==> src/rtl/pulse_decoder_3x8.sv <==
`timescale 1ns/1ps
// pulse_decoder_3x8
// Sequential 3-to-8 decoder/dispatcher. Each valid {in} event sets a pending
// bit; pending channels are replayed highest-index first as one-hot strobes
// PULSE_LEN cycles wide, separated by GAP_LEN idle cycles.
//
// Ports:
//   clk      in   1  rising-edge clock
//   rst_n    in   1  asynchronous active-low reset
//   in       in   3  encoded channel index
//   valid    in   1  in is meaningful this cycle
//   out      out  8  registered one-hot strobe, zero when not pulsing
//   code     out  3  registered index currently driven on out, 0 when idle
//   busy     out  1  registered, high whenever the FSM is not IDLE
//   pending  out  8  registered queue of received, not-yet-serviced channels
//   dup      out  1  registered 1-cycle flag: event merged into a pending bit
module pulse_decoder_3x8 #(
  parameter int PULSE_LEN = 2,
  parameter int GAP_LEN   = 1
) (
  input  logic       clk,
  input  logic       rst_n,
  input  logic [2:0] in,
  input  logic       valid,
  output logic [7:0] out,
  output logic [2:0] code,
  output logic       busy,
  output logic [7:0] pending,
  output logic       dup
);

  typedef enum logic [1:0] {
    IDLE  = 2'd0,
    PULSE = 2'd1,
    GAP   = 2'd2
  } state_t;

  localparam bit         GAP_EN   = (GAP_LEN > 0);
  localparam logic [7:0] PULSE_M1 = 8'(PULSE_LEN - 1);
  localparam logic [7:0] GAP_M1   = GAP_EN ? 8'(GAP_LEN - 1) : 8'h00;

  state_t     state_r, state_s;
  logic [7:0] cnt_r, cnt_s;
  logic [7:0] out_r, out_s;
  logic [2:0] code_r, code_s;
  logic       busy_r;
  logic [7:0] pending_r, pending_s;
  logic       dup_r, dup_s;
  logic       select_s;
  logic [2:0] sel_idx_s;
  logic [7:0] set_mask_s, clr_mask_s;

  // Highest set bit of v; later (higher) indices override earlier ones.
  function automatic logic [2:0] top_idx(input logic [7:0] v);
    logic [2:0] idx;
    idx = 3'd0;
    for (int i = 0; i < 8; i++) begin
      if (v[i]) begin
        idx = 3'(i);
      end
    end
    return idx;
  endfunction

  // Pending-queue update and duplicate detection; set wins over clear.
  always_comb begin
    sel_idx_s  = top_idx(pending_r);
    clr_mask_s = select_s ? (8'h01 << sel_idx_s) : 8'h00;
    set_mask_s = valid ? (8'h01 << in) : 8'h00;
    pending_s  = (pending_r & ~clr_mask_s) | set_mask_s;
    dup_s      = valid & pending_r[in] & ~clr_mask_s[in];
  end

  // State register.
  always_ff @(posedge clk or negedge rst_n) begin
    if (!rst_n) begin
      state_r <= IDLE;
    end else begin
      state_r <= state_s;
    end
  end

  // Next-state logic; select_s marks an edge that launches a new strobe.
  always_comb begin
    state_s  = state_r;
    select_s = 1'b0;
    case (state_r)
      IDLE: begin
        if (pending_r != 8'h00) begin
          state_s  = PULSE;
          select_s = 1'b1;
        end else begin
          state_s = IDLE;
        end
      end
      PULSE: begin
        if (cnt_r == 8'h00) begin
          if (GAP_EN) begin
            state_s = GAP;
          end else if (pending_r != 8'h00) begin
            // No gap configured: chain straight into the next strobe.
            state_s  = PULSE;
            select_s = 1'b1;
          end else begin
            state_s = IDLE;
          end
        end else begin
          state_s = PULSE;
        end
      end
      GAP: begin
        if (cnt_r == 8'h00) begin
          if (pending_r != 8'h00) begin
            state_s  = PULSE;
            select_s = 1'b1;
          end else begin
            state_s = IDLE;
          end
        end else begin
          state_s = GAP;
        end
      end
      default: begin
        state_s = IDLE;
      end
    endcase
  end

  // Output/counter logic derived from the transition being taken.
  always_comb begin
    cnt_s  = cnt_r;
    out_s  = out_r;
    code_s = code_r;
    if (select_s) begin
      cnt_s  = PULSE_M1;
      out_s  = 8'h01 << sel_idx_s;
      code_s = sel_idx_s;
    end else if ((state_r == PULSE) && (state_s == GAP)) begin
      cnt_s  = GAP_M1;
      out_s  = 8'h00;
      code_s = 3'd0;
    end else if (state_s == IDLE) begin
      cnt_s  = 8'h00;
      out_s  = 8'h00;
      code_s = 3'd0;
    end else begin
      // Staying in PULSE or GAP implies a non-zero count.
      cnt_s = cnt_r - 8'd1;
    end
  end

  // Datapath and output registers.
  always_ff @(posedge clk or negedge rst_n) begin
    if (!rst_n) begin
      cnt_r     <= 8'h00;
      out_r     <= 8'h00;
      code_r    <= 3'd0;
      busy_r    <= 1'b0;
      pending_r <= 8'h00;
      dup_r     <= 1'b0;
    end else begin
      cnt_r     <= cnt_s;
      out_r     <= out_s;
      code_r    <= code_s;
      busy_r    <= (state_s != IDLE);
      pending_r <= pending_s;
      dup_r     <= dup_s;
    end
  end

  assign out     = out_r;
  assign code    = code_r;
  assign busy    = busy_r;
  assign pending = pending_r;
  assign dup     = dup_r;

endmodule

==> config.mk <==
export PLATFORM = sky130hd
export DESIGN_NAME = pulse_decoder_3x8
export DESIGN_NICKNAME = d
export VERILOG_FILES = /design/src/rtl/pulse_decoder_3x8.sv
export SDC_FILE = /design/constraint.sdc
export NUM_CORES = 1
export LEC_CHECK = 0
export BUFFER_PORTS_ARGS = -buffer_cell sky130_fd_sc_hd__buf_2
export CORE_ASPECT_RATIO = 0.5
export CORE_MARGIN = 5
export CORE_UTILIZATION = 40
export DETAILED_ROUTE_END_ITERATION = 10
export HOLD_SLACK_MARGIN = 0.03
export SLEW_MARGIN = 20
export SYNTH_ARGS = -nofsm -noshare
export SYNTH_HDL_FRONTEND = slang
export SYNTH_SLANG_ARGS = --single-unit
==> constraint.sdc <==
create_clock -name clk -period 6 [get_ports clk]
set_input_delay 1.2 -clock clk [delete_from_list [all_inputs] [get_ports clk]]
set_output_delay 1.2 -clock clk [all_outputs]
set_load 0.03 [all_outputs]
==> impl_metrics.json, run 1 <==
{
  "outcome": "complete, no violations",
  "final_cell_area_um2": 1814,
  "ys_seq_area_share_pct": 49.52,
  "critPathMaxStageDelay_ps": 630,
  "syn_area_um2": 1567,
  "core_um2": 3844,
  "grt_max_degree": 32,
  "gp_congestion": 0.7693,
  "dr.pass1.iters": 6,
  "via_per_inst": 5.120,
  "arrival_ps": 1190,
  "grt_pass1_wl_mm": 5.816,
  "antennaDiodeCount": 0,
  "postSynthCellCount": 159,
  "clkTransAtPathRegs_ps": 60,
  "finalSetupViolCount": 0,
  "ant_nets": 0,
  "drive_gt1_share_pct": 21.39,
  "slowest_stage": "dfrtp_1",
  "worst-path-buf-inv": 1,
  "reg2reg_setup_slack_ps": 3840,
  "placed_area_um2": 1733,
  "antenna_found_initial": 0,
  "port-buffer-count": 26,
  "timing.final.crit_share_pct": 39.92,
  "syn2layout_area_growth_pct": 15.81,
  "fmax_mhz": 417.5,
  "cts_tree": "yes",
  "critPathMaxFanout": 14,
  "crit_family": "flip-flops",
  "synth_top_cells_by_area": "dfrtp_1, o21ai_0, nor2_1, nand2_1, xnor2_1",
  "ys_types": 46,
  "wirelength_mm": 3.419,
  "netlist_top_cells_count": "dfrtp_1, nor2_1, o21ai_0",
  "crit_type": "register to primary output",
  "r2r-start": "cnt_r[0]",
  "first_iter_violations": 53,
  "post_cts_buffers": 0,
  "fp.dieW_um": 98.50,
  "reg2regPathDepth": 7,
  "holdBufCountCts": 0,
  "synth_largest_area_cell": "dfrtp_1",
  "htreeDepth": 2,
  "clk_latency_ps": 280,
  "die_h_um": 54.25,
  "clock_skew_ps": 3.233,
  "syn_nets": 167,
  "end_kind": "primary output",
  "drcViolationCount": 0,
  "p_per_area_nw_per_um2": 623.5,
  "power_leakage_nw": 0.8222,
  "r2r_end": "pending[2]",
  "clock_path_buffers": 2,
  "yosysWarnings": 0,
  "cts.sinks": 31,
  "hold_viol_final": 0,
  "synth_top_cell_area_share_pct": 49.52,
  "ys.flop_type": "dfrtp_1",
  "dp_hpwl_mm": 2.407,
  "worstPathCellList": "buf_2",
  "period_needed_ps": 2395,
  "std_cell_rows": 16,
  "worst_pin_slew_ps": 732.6,
  "cts-buffers-inserted": 5,
  "fin_setup_tns_ps": 0,
  "worst_setup_path_start_kind": "register",
  "via_count": 1234,
  "fp.dieArea_um2": 5344,
  "async_flop_share_pct": 100.0,
  "ir_drop_mv": 0.2440,
  "rsz0062_at_grt": "false",
  "post_cts_resized": 0,
  "start_util_pct": 40.76,
  "yosysMostFrequentCell": "dfrtp_1",
  "hold_depth": 1,
  "ys_seq_elements": 31,
  "grt_pass1_vias": 1230,
  "relSlewSlack_pct": 51.06,
  "slew_viol_final": 0,
  "hp-class": "register to register",
  "setup.worst_path.start": "pending[7]",
  "cts_root_buffer": "clkbuf_8",
  "fin_nets": 194,
  "overflow": 0,
  "synth.avg_cell_area_um2": 9.852,
  "hold-path-endpoint": "out[1]",
  "min_from": "out[1]",
  "critPathRequiredTime_ps": 4800,
  "synth-edff-count": 0,
  "maxCapViolations": 0,
  "grt_use_total_pct": 14.21,
  "post_drt_wl_per_cell_um": 14.19,
  "io_pins": 27
}
-- how the worst max path moves through the flow --
stage / depth (start not counted) / to / slack (ps)
global route: 1 / pending[7] / 3560
finish: 1 / pending[7] / 3610
detailed placement: 6 / dup / 3540
CTS: 1 / pending[7] / 3630
global placement: 6 / dup / 3570
floorplan: 6 / dup / 3640
-- layer usage --
metal	routed length, um	track usage [%]	share of wire (%)	up-vias
li1	-	-	-	621
met1	1655	17.53	48	587
met2	1585	24.05	46	21
met3	126	3.690	3.7	5
met4	52	6.803	1.5	0
met5	0	0	0	-
-- registers in the layout (all words and copies together), names as in the netlist --
name,count
busy,1
cnt_r,8
code,3
dup,1
out,8
pending,8
state_r,2
-- layout make-up --
| cell class | count | area [um^2] |
|---|---|---|
| fillers | 387 | 2029 |
| flip-flops and latches | 31 | 775.7 |
| multi-input cells | 112 | 721.9 |
| repair buffers | 26 | 130.1 |
| clock buffers | 7 | 76.32 |
| well taps | 54 | 67.56 |
| inverters | 10 | 37.54 |
| clock inverters | 1 | 5.005 |
-- stage by stage --
step           util, %  hold WS [ps]  instances  power [mW]  setup WS, ps
2_1_floorplan        -         485.9        159      0.8360          3641
3_3_place_gp     45.08         457.8        233      0.9726          3569
3_5_place_dp     45.08         461.4        233      0.9822          3538
4_1_cts          47.20         475.9        241       1.145          3625
5_1_grt          47.20         497.7        241       1.232          3558
6_report         47.20         470.8        241       1.131          3605
-- logic make-up (layout without fill, tap and decap cells) --
logic type,count (synthesis),in the layout,synth area share [%]
AO/OA/AOI/OAI,43,43,19.57
XOR/XNOR,7,7,3.914
adder cells (fa/ha/maj),2,2,1.597
buffers and inverters,16,44,4.393
flip-flops,31,31,49.52
multiplexers,3,3,1.997
AND/OR/NAND/NOR,57,57,19.01
-- where the power goes --
part | internal [mW] | switching, mW
clock network | 0.0813 | 0.0750
registers | 0.299 | 0.104
logic | 0.200 | 0.371
-- layout by cell type, fill, tap and decap left out, drive strengths merged, types with 4 or more instances in the layout --
| cell | instances |
|---|---|
| o21ai | 19 |
| buf | 26 |
| o22ai | 4 |
| nor2 | 17 |
| inv | 10 |
| dfrtp | 31 |
| nand2 | 15 |
| clkbuf | 7 |
| xnor2 | 5 |
Note: power is estimated with default switching activity, not from simulation.
==> run 2, diff against run 1 <==
clock period = 2.35 ns   (was 6 ns; I/O delays follow)
==> run 2 against run 1 <==
Clock power grew 140%; final cell count unchanged; routed wire length grew 0.70%; non-clock buffer count is 2 higher; combinational power rose to 2.6 times the previous value; register-to-register slack lost 3500 ps; count of clock-buffer cells in the layout decreased by 1; critical path type is now register to register; critical endpoint is now dup; largest power group unchanged.
==> impl_metrics.json, run 2 (synthesized netlist as in run 1, its figures left out) <==
{
  "outcome": "complete, no violations",
  "clkTransAtPathRegs_ps": 60,
  "setup_slack_ps": 350.6,
  "p_seq_share_pct": 34.9,
  "die_h_um": 54.25,
  "fmax_mhz": 500.2,
  "slew_viol_final": 0,
  "fin_nets": 196,
  "switching_share_pct": 48.44,
  "finalSetupViolCount": 0,
  "gp_congestion": 0.8378,
  "p_int_mw": 1.494,
  "std_cell_rows": 16,
  "cts_tree": "yes",
  "final_cell_area_um2": 1821,
  "fp.dieArea_um2": 5344,
  "r2r-start": "cnt_r[3]",
  "grt_use_total_pct": 13.80,
  "ir_drop_mv": 0.4738,
  "post_cts_buffers": 0,
  "p_switching_mw": 1.403,
  "grt_pass1_wl_mm": 5.630,
  "worst_setup_path_start_kind": "register",
  "clock_skew_ps": 7.142,
  "crit_type": "register to register",
  "arrival_ps": 2150,
  "period_needed_ps": 1999,
  "hold_viol_final": 0,
  "syn2layout_area_growth_pct": 16.21,
  "final_common_cell": "dfrtp_1",
  "grt_pass1_vias": 1225,
  "dp_hpwl_mm": 2.508,
  "htreeDepth": 2,
  "clock_path_buffers": 2,
  "fp.dieW_um": 98.50,
  "pre_cts_ws_ps": 354.4,
  "clockPowerShare_pct": 13.0,
  "placed_area_um2": 1748,
  "port-buffer-count": 26,
  "post_cts_resized": 0,
  "cts-buffers-inserted": 5,
  "core_um2": 3844,
  "hp-class": "primary input to asynchronous set/reset pin",
  "drive_gt1_share_pct": 21.93,
  "rsz0062_at_grt": "false",
  "setup.worst_path.start": "cnt_r[3]",
  "p_total_mw": 2.897,
  "first_iter_violations": 55,
  "drcViolationCount": 0,
  "ant_nets": 0,
  "end_kind": "register",
  "start_util_pct": 40.76,
  "antenna_found_initial": 0,
  "combPwrFrac_pct": 52.1,
  "grt_max_degree": 32,
  "post_drt_wl_per_cell_um": 14.29,
  "timing.final.crit_share_pct": 85.08,
  "cts_root_buffer": "clkbuf_8",
  "clk_latency_ps": 280,
  "final_cell_mix": "dfrtp_1, buf_2, o21ai_0, nor2_1, nand2_1",
  "holdBufCountCts": 0,
  "power_leakage_nw": 0.8273,
  "via_per_inst": 5.361,
  "dr.pass1.iters": 4,
  "relSlewSlack_pct": 50.78,
  "fin_setup_tns_ps": 0,
  "worst_pin_slew_ps": 736.8,
  "reg2regPathDepth": 5,
  "p_per_area_nw_per_um2": 1591,
  "maxCapViolations": 0,
  "io_pins": 27,
  "cts.sinks": 31,
  "critPathRequiredTime_ps": 2500,
  "antennaDiodeCount": 0,
  "wirelength_mm": 3.443,
  "critPathMaxFanout": 6,
  "overflow": 0,
  "via_count": 1292
}
run 2: worst max-delay path, stage by stage, from the launching register on:
cell	delay [ps]
dfrtp_1	420
or4_4	610
o41ai_4	290
nand2b_2	170
o311ai_2	270
nand4_1	110
run 2: final cells by class:
class	count	area, um^2
Fill cell	400	2023
Sequential cell	31	775.7
Multi-Input combinational cell	112	721.9
Timing Repair Buffer	28	145.1
Clock buffer	6	72.57
Tap cell	54	67.56
Inverter	10	37.54
run 2: path summary, 6_finish.rpt:
kind | endpoint | slack, ps
max in group asynchronous | cnt_r[6] | 1640
min in group clk | pending[4] | 420
worst min register to register | out[1] | 470
worst max-delay path | dup | 350
worst max register to register | dup | 350
worst min-delay path | pending[6] | 240
run 2: power groups by stage:
| stage | registers, mW | clock network [mW] | logic, mW |
|---|---|---|---|
| after floorplan | 1.27 | 0 | 0.865 |
| after global placement | 1.01 | 0 | 1.51 |
| after detailed placement | 1.02 | 0 | 1.52 |
| after CTS | 1.01 | 0.393 | 1.53 |
| after global routing | 1.04 | 0.420 | 1.67 |
| final | 1.01 | 0.377 | 1.51 |
run 2: metrics by stage:
stage / hold WS (ps) / std cells / utilization, %
after floorplan: 174.4 / 159 / -
after global placement: 457.1 / 235 / 45.48
after detailed placement: 460.6 / 235 / 45.48
after CTS: 262.5 / 241 / 47.36
after global routing: 295.5 / 241 / 47.36
final: 237.3 / 241 / 47.36
run 2: layer usage:
metal | routed length (um) | GRT usage, % | vias up | share of wire, %
met5 | 0 | 0 | - | 0
met1 | 1585 | 16.09 | 632 | 46
met2 | 1673 | 24.38 | 32 | 49
li1 | - | - | 626 | -
met4 | 10 | 6.122 | 0 | 0.29
met3 | 175 | 4.198 | 2 | 5.1
==> run 3, diff against run 2 <==
CTS_BUF_LIST = sky130_fd_sc_hd__clkbuf_4 sky130_fd_sc_hd__clkbuf_8   (was unset)
==> run 3 against run 2 <==
Clock skew barely moved; critical endpoint unchanged; critical path type unchanged; final cell count stayed put; highest routed layer unchanged; design area grew 0.21%; combinational power barely moved; die area stayed put; count of clock-buffer cells in the layout is the same; critical path depth is the same; register-to-register slack hardly changed; setup slack gained 0.84 ps; clock power grew 2%; worst hold slack barely moved; utilization up 0.098 points.
==> impl_metrics.json, run 3 (synthesized netlist as in run 1, its figures left out) <==
{
  "cts-buffers-inserted": 5,
  "maxCapViolations": 0,
  "finalSetupViolCount": 0,
  "post_cts_buffers": 0,
  "crit_family": "simple AND/OR/NAND/NOR gates",
  "final_cell_mix": "dfrtp_1, buf_2, o21ai_0, nor2_1, nand2_1",
  "slew_viol_final": 0,
  "drcViolationCount": 0,
  "relSlewSlack_pct": 51.20,
  "core_um2": 3844,
  "dr.pass1.iters": 4,
  "fin_setup_tns_ps": 0,
  "antenna_found_initial": 0,
  "cts_tree": "yes",
  "p_seq_share_pct": 34.8,
  "clockPowerShare_pct": 13.3,
  "wirelength_mm": 3.413,
  "start_util_pct": 40.76,
  "clock_skew_ps": 7.188,
  "fin_nets": 196,
  "p_int_mw": 1.505,
  "grt_max_degree": 32,
  "worst_setup_path_start_kind": "register",
  "switching_share_pct": 48.16,
  "htreeDepth": 2,
  "io_pins": 27,
  "post_cts_resized": 0,
  "rsz0062_at_grt": "false",
  "worst_pin_slew_ps": 730.5,
  "ant_nets": 0,
  "hp-class": "primary input to asynchronous set/reset pin",
  "outcome": "complete, no violations",
  "port-buffer-count": 26,
  "critPathRequiredTime_ps": 2500,
  "final_common_cell": "dfrtp_1",
  "combPwrFrac_pct": 51.9,
  "end_kind": "register",
  "via_per_inst": 5.328,
  "clock_path_buffers": 2,
  "ir_drop_mv": 0.4834,
  "gp_congestion": 0.8378,
  "worst-path-buf-inv": 0,
  "antennaDiodeCount": 0,
  "cts_root_buffer": "clkbuf_8",
  "clkTransAtPathRegs_ps": 60,
  "syn2layout_area_growth_pct": 16.45,
  "holdBufCountCts": 0,
  "grt_pass1_vias": 1230,
  "critPathMaxFanout": 6,
  "p_total_mw": 2.904,
  "p_switching_mw": 1.399,
  "arrival_ps": 2150,
  "std_cell_rows": 16,
  "period_needed_ps": 1999,
  "dp_hpwl_mm": 2.508,
  "grt_use_total_pct": 13.83,
  "overflow": 0,
  "crit_type": "register to register",
  "power_leakage_nw": 0.8308,
  "worstPathCellList": "or4_4 -> o41ai_4 -> nand2b_2 -> o311ai_2 -> nand4_1",
  "via_count": 1284,
  "fp.dieW_um": 98.50,
  "fmax_mhz": 500.4,
  "first_iter_violations": 55,
  "slowest_stage": "or4_4",
  "cts.sinks": 31,
  "post_drt_wl_per_cell_um": 14.16,
  "hold_viol_final": 0,
  "p_per_area_nw_per_um2": 1592,
  "timing.final.crit_share_pct": 85.04,
  "clk_latency_ps": 280,
  "die_h_um": 54.25,
  "critPathMaxStageDelay_ps": 610,
  "fp.dieArea_um2": 5344,
  "drive_gt1_share_pct": 22.46,
  "grt_pass1_wl_mm": 5.644,
  "hold_slack_ps": 237.5
}
==> run 3: cell counts in the layout (fill, tap and decap cells not counted) <==
Identical to the previous run, type by type.
==> run 3: final cells by class <==
| class | instances | area, um^2 |
|---|---|---|
| fill | 401 | 2019 |
| clock buffer | 6 | 76.32 |
| multi-input combinational | 112 | 721.9 |
| sequential | 31 | 775.7 |
| tap | 54 | 67.56 |
| timing repair buffer | 28 | 145.1 |
| inverter | 10 | 37.54 |
==> run 3: power by group through the flow <==
stage / clock network [mW] / registers (mW) / logic [mW]
finish: 0.386 / 1.01 / 1.51
global route: 0.433 / 1.04 / 1.67
CTS: 0.406 / 1.01 / 1.53
detailed placement: 0 / 1.02 / 1.52
global placement: 0 / 1.01 / 1.51
floorplan: 0 / 1.27 / 0.865
==> run 3: worst paths after layout <==
check / startpoint / to / slack (ps) / depth (start not counted)
setup / recovery: cnt_r[3] / dup / 350 / 5
hold / removal: rst_n / pending[6] / 240 / 1
setup reg to reg: cnt_r[3] / dup / 350 / 5
hold reg to reg: out[1] / out[1] / 470 / 1
max in group asynchronous: rst_n / busy / 1660 / 1
min in group clk: in[0] / pending[4] / 420 / 2
==> run 3: worst register-to-register path: stages (launching register included) <==
cell      delay (ps)
dfrtp_1          420
or4_4            610
o41ai_4          290
nand2b_2         170
o311ai_2         270
nand4_1          110
==> run 3: metal layers <==
layer  vias to the layer above  part of all wire, %  track usage [%]
li1                        626                    -                -
met1                       631                   47            16.17
met2                        23                   48            24.38
met3                         4                  3.5            3.817
met4                         0                  1.1            6.803
met5                         -                    0                0
==> run 3: per-stage QoR <==
stage / util [%] / worst slack (ps) / cell area (um^2) / cells
2_1_floorplan: - / 409.3 / 1567 / 159
3_3_place_gp: 45.48 / 399.8 / 1748 / 235
3_5_place_dp: 45.48 / 354.4 / 1748 / 235
4_1_cts: 47.46 / 349.2 / 1824 / 241
5_1_grt: 47.46 / 194.2 / 1824 / 241
6_report: 47.46 / 351.5 / 1824 / 241
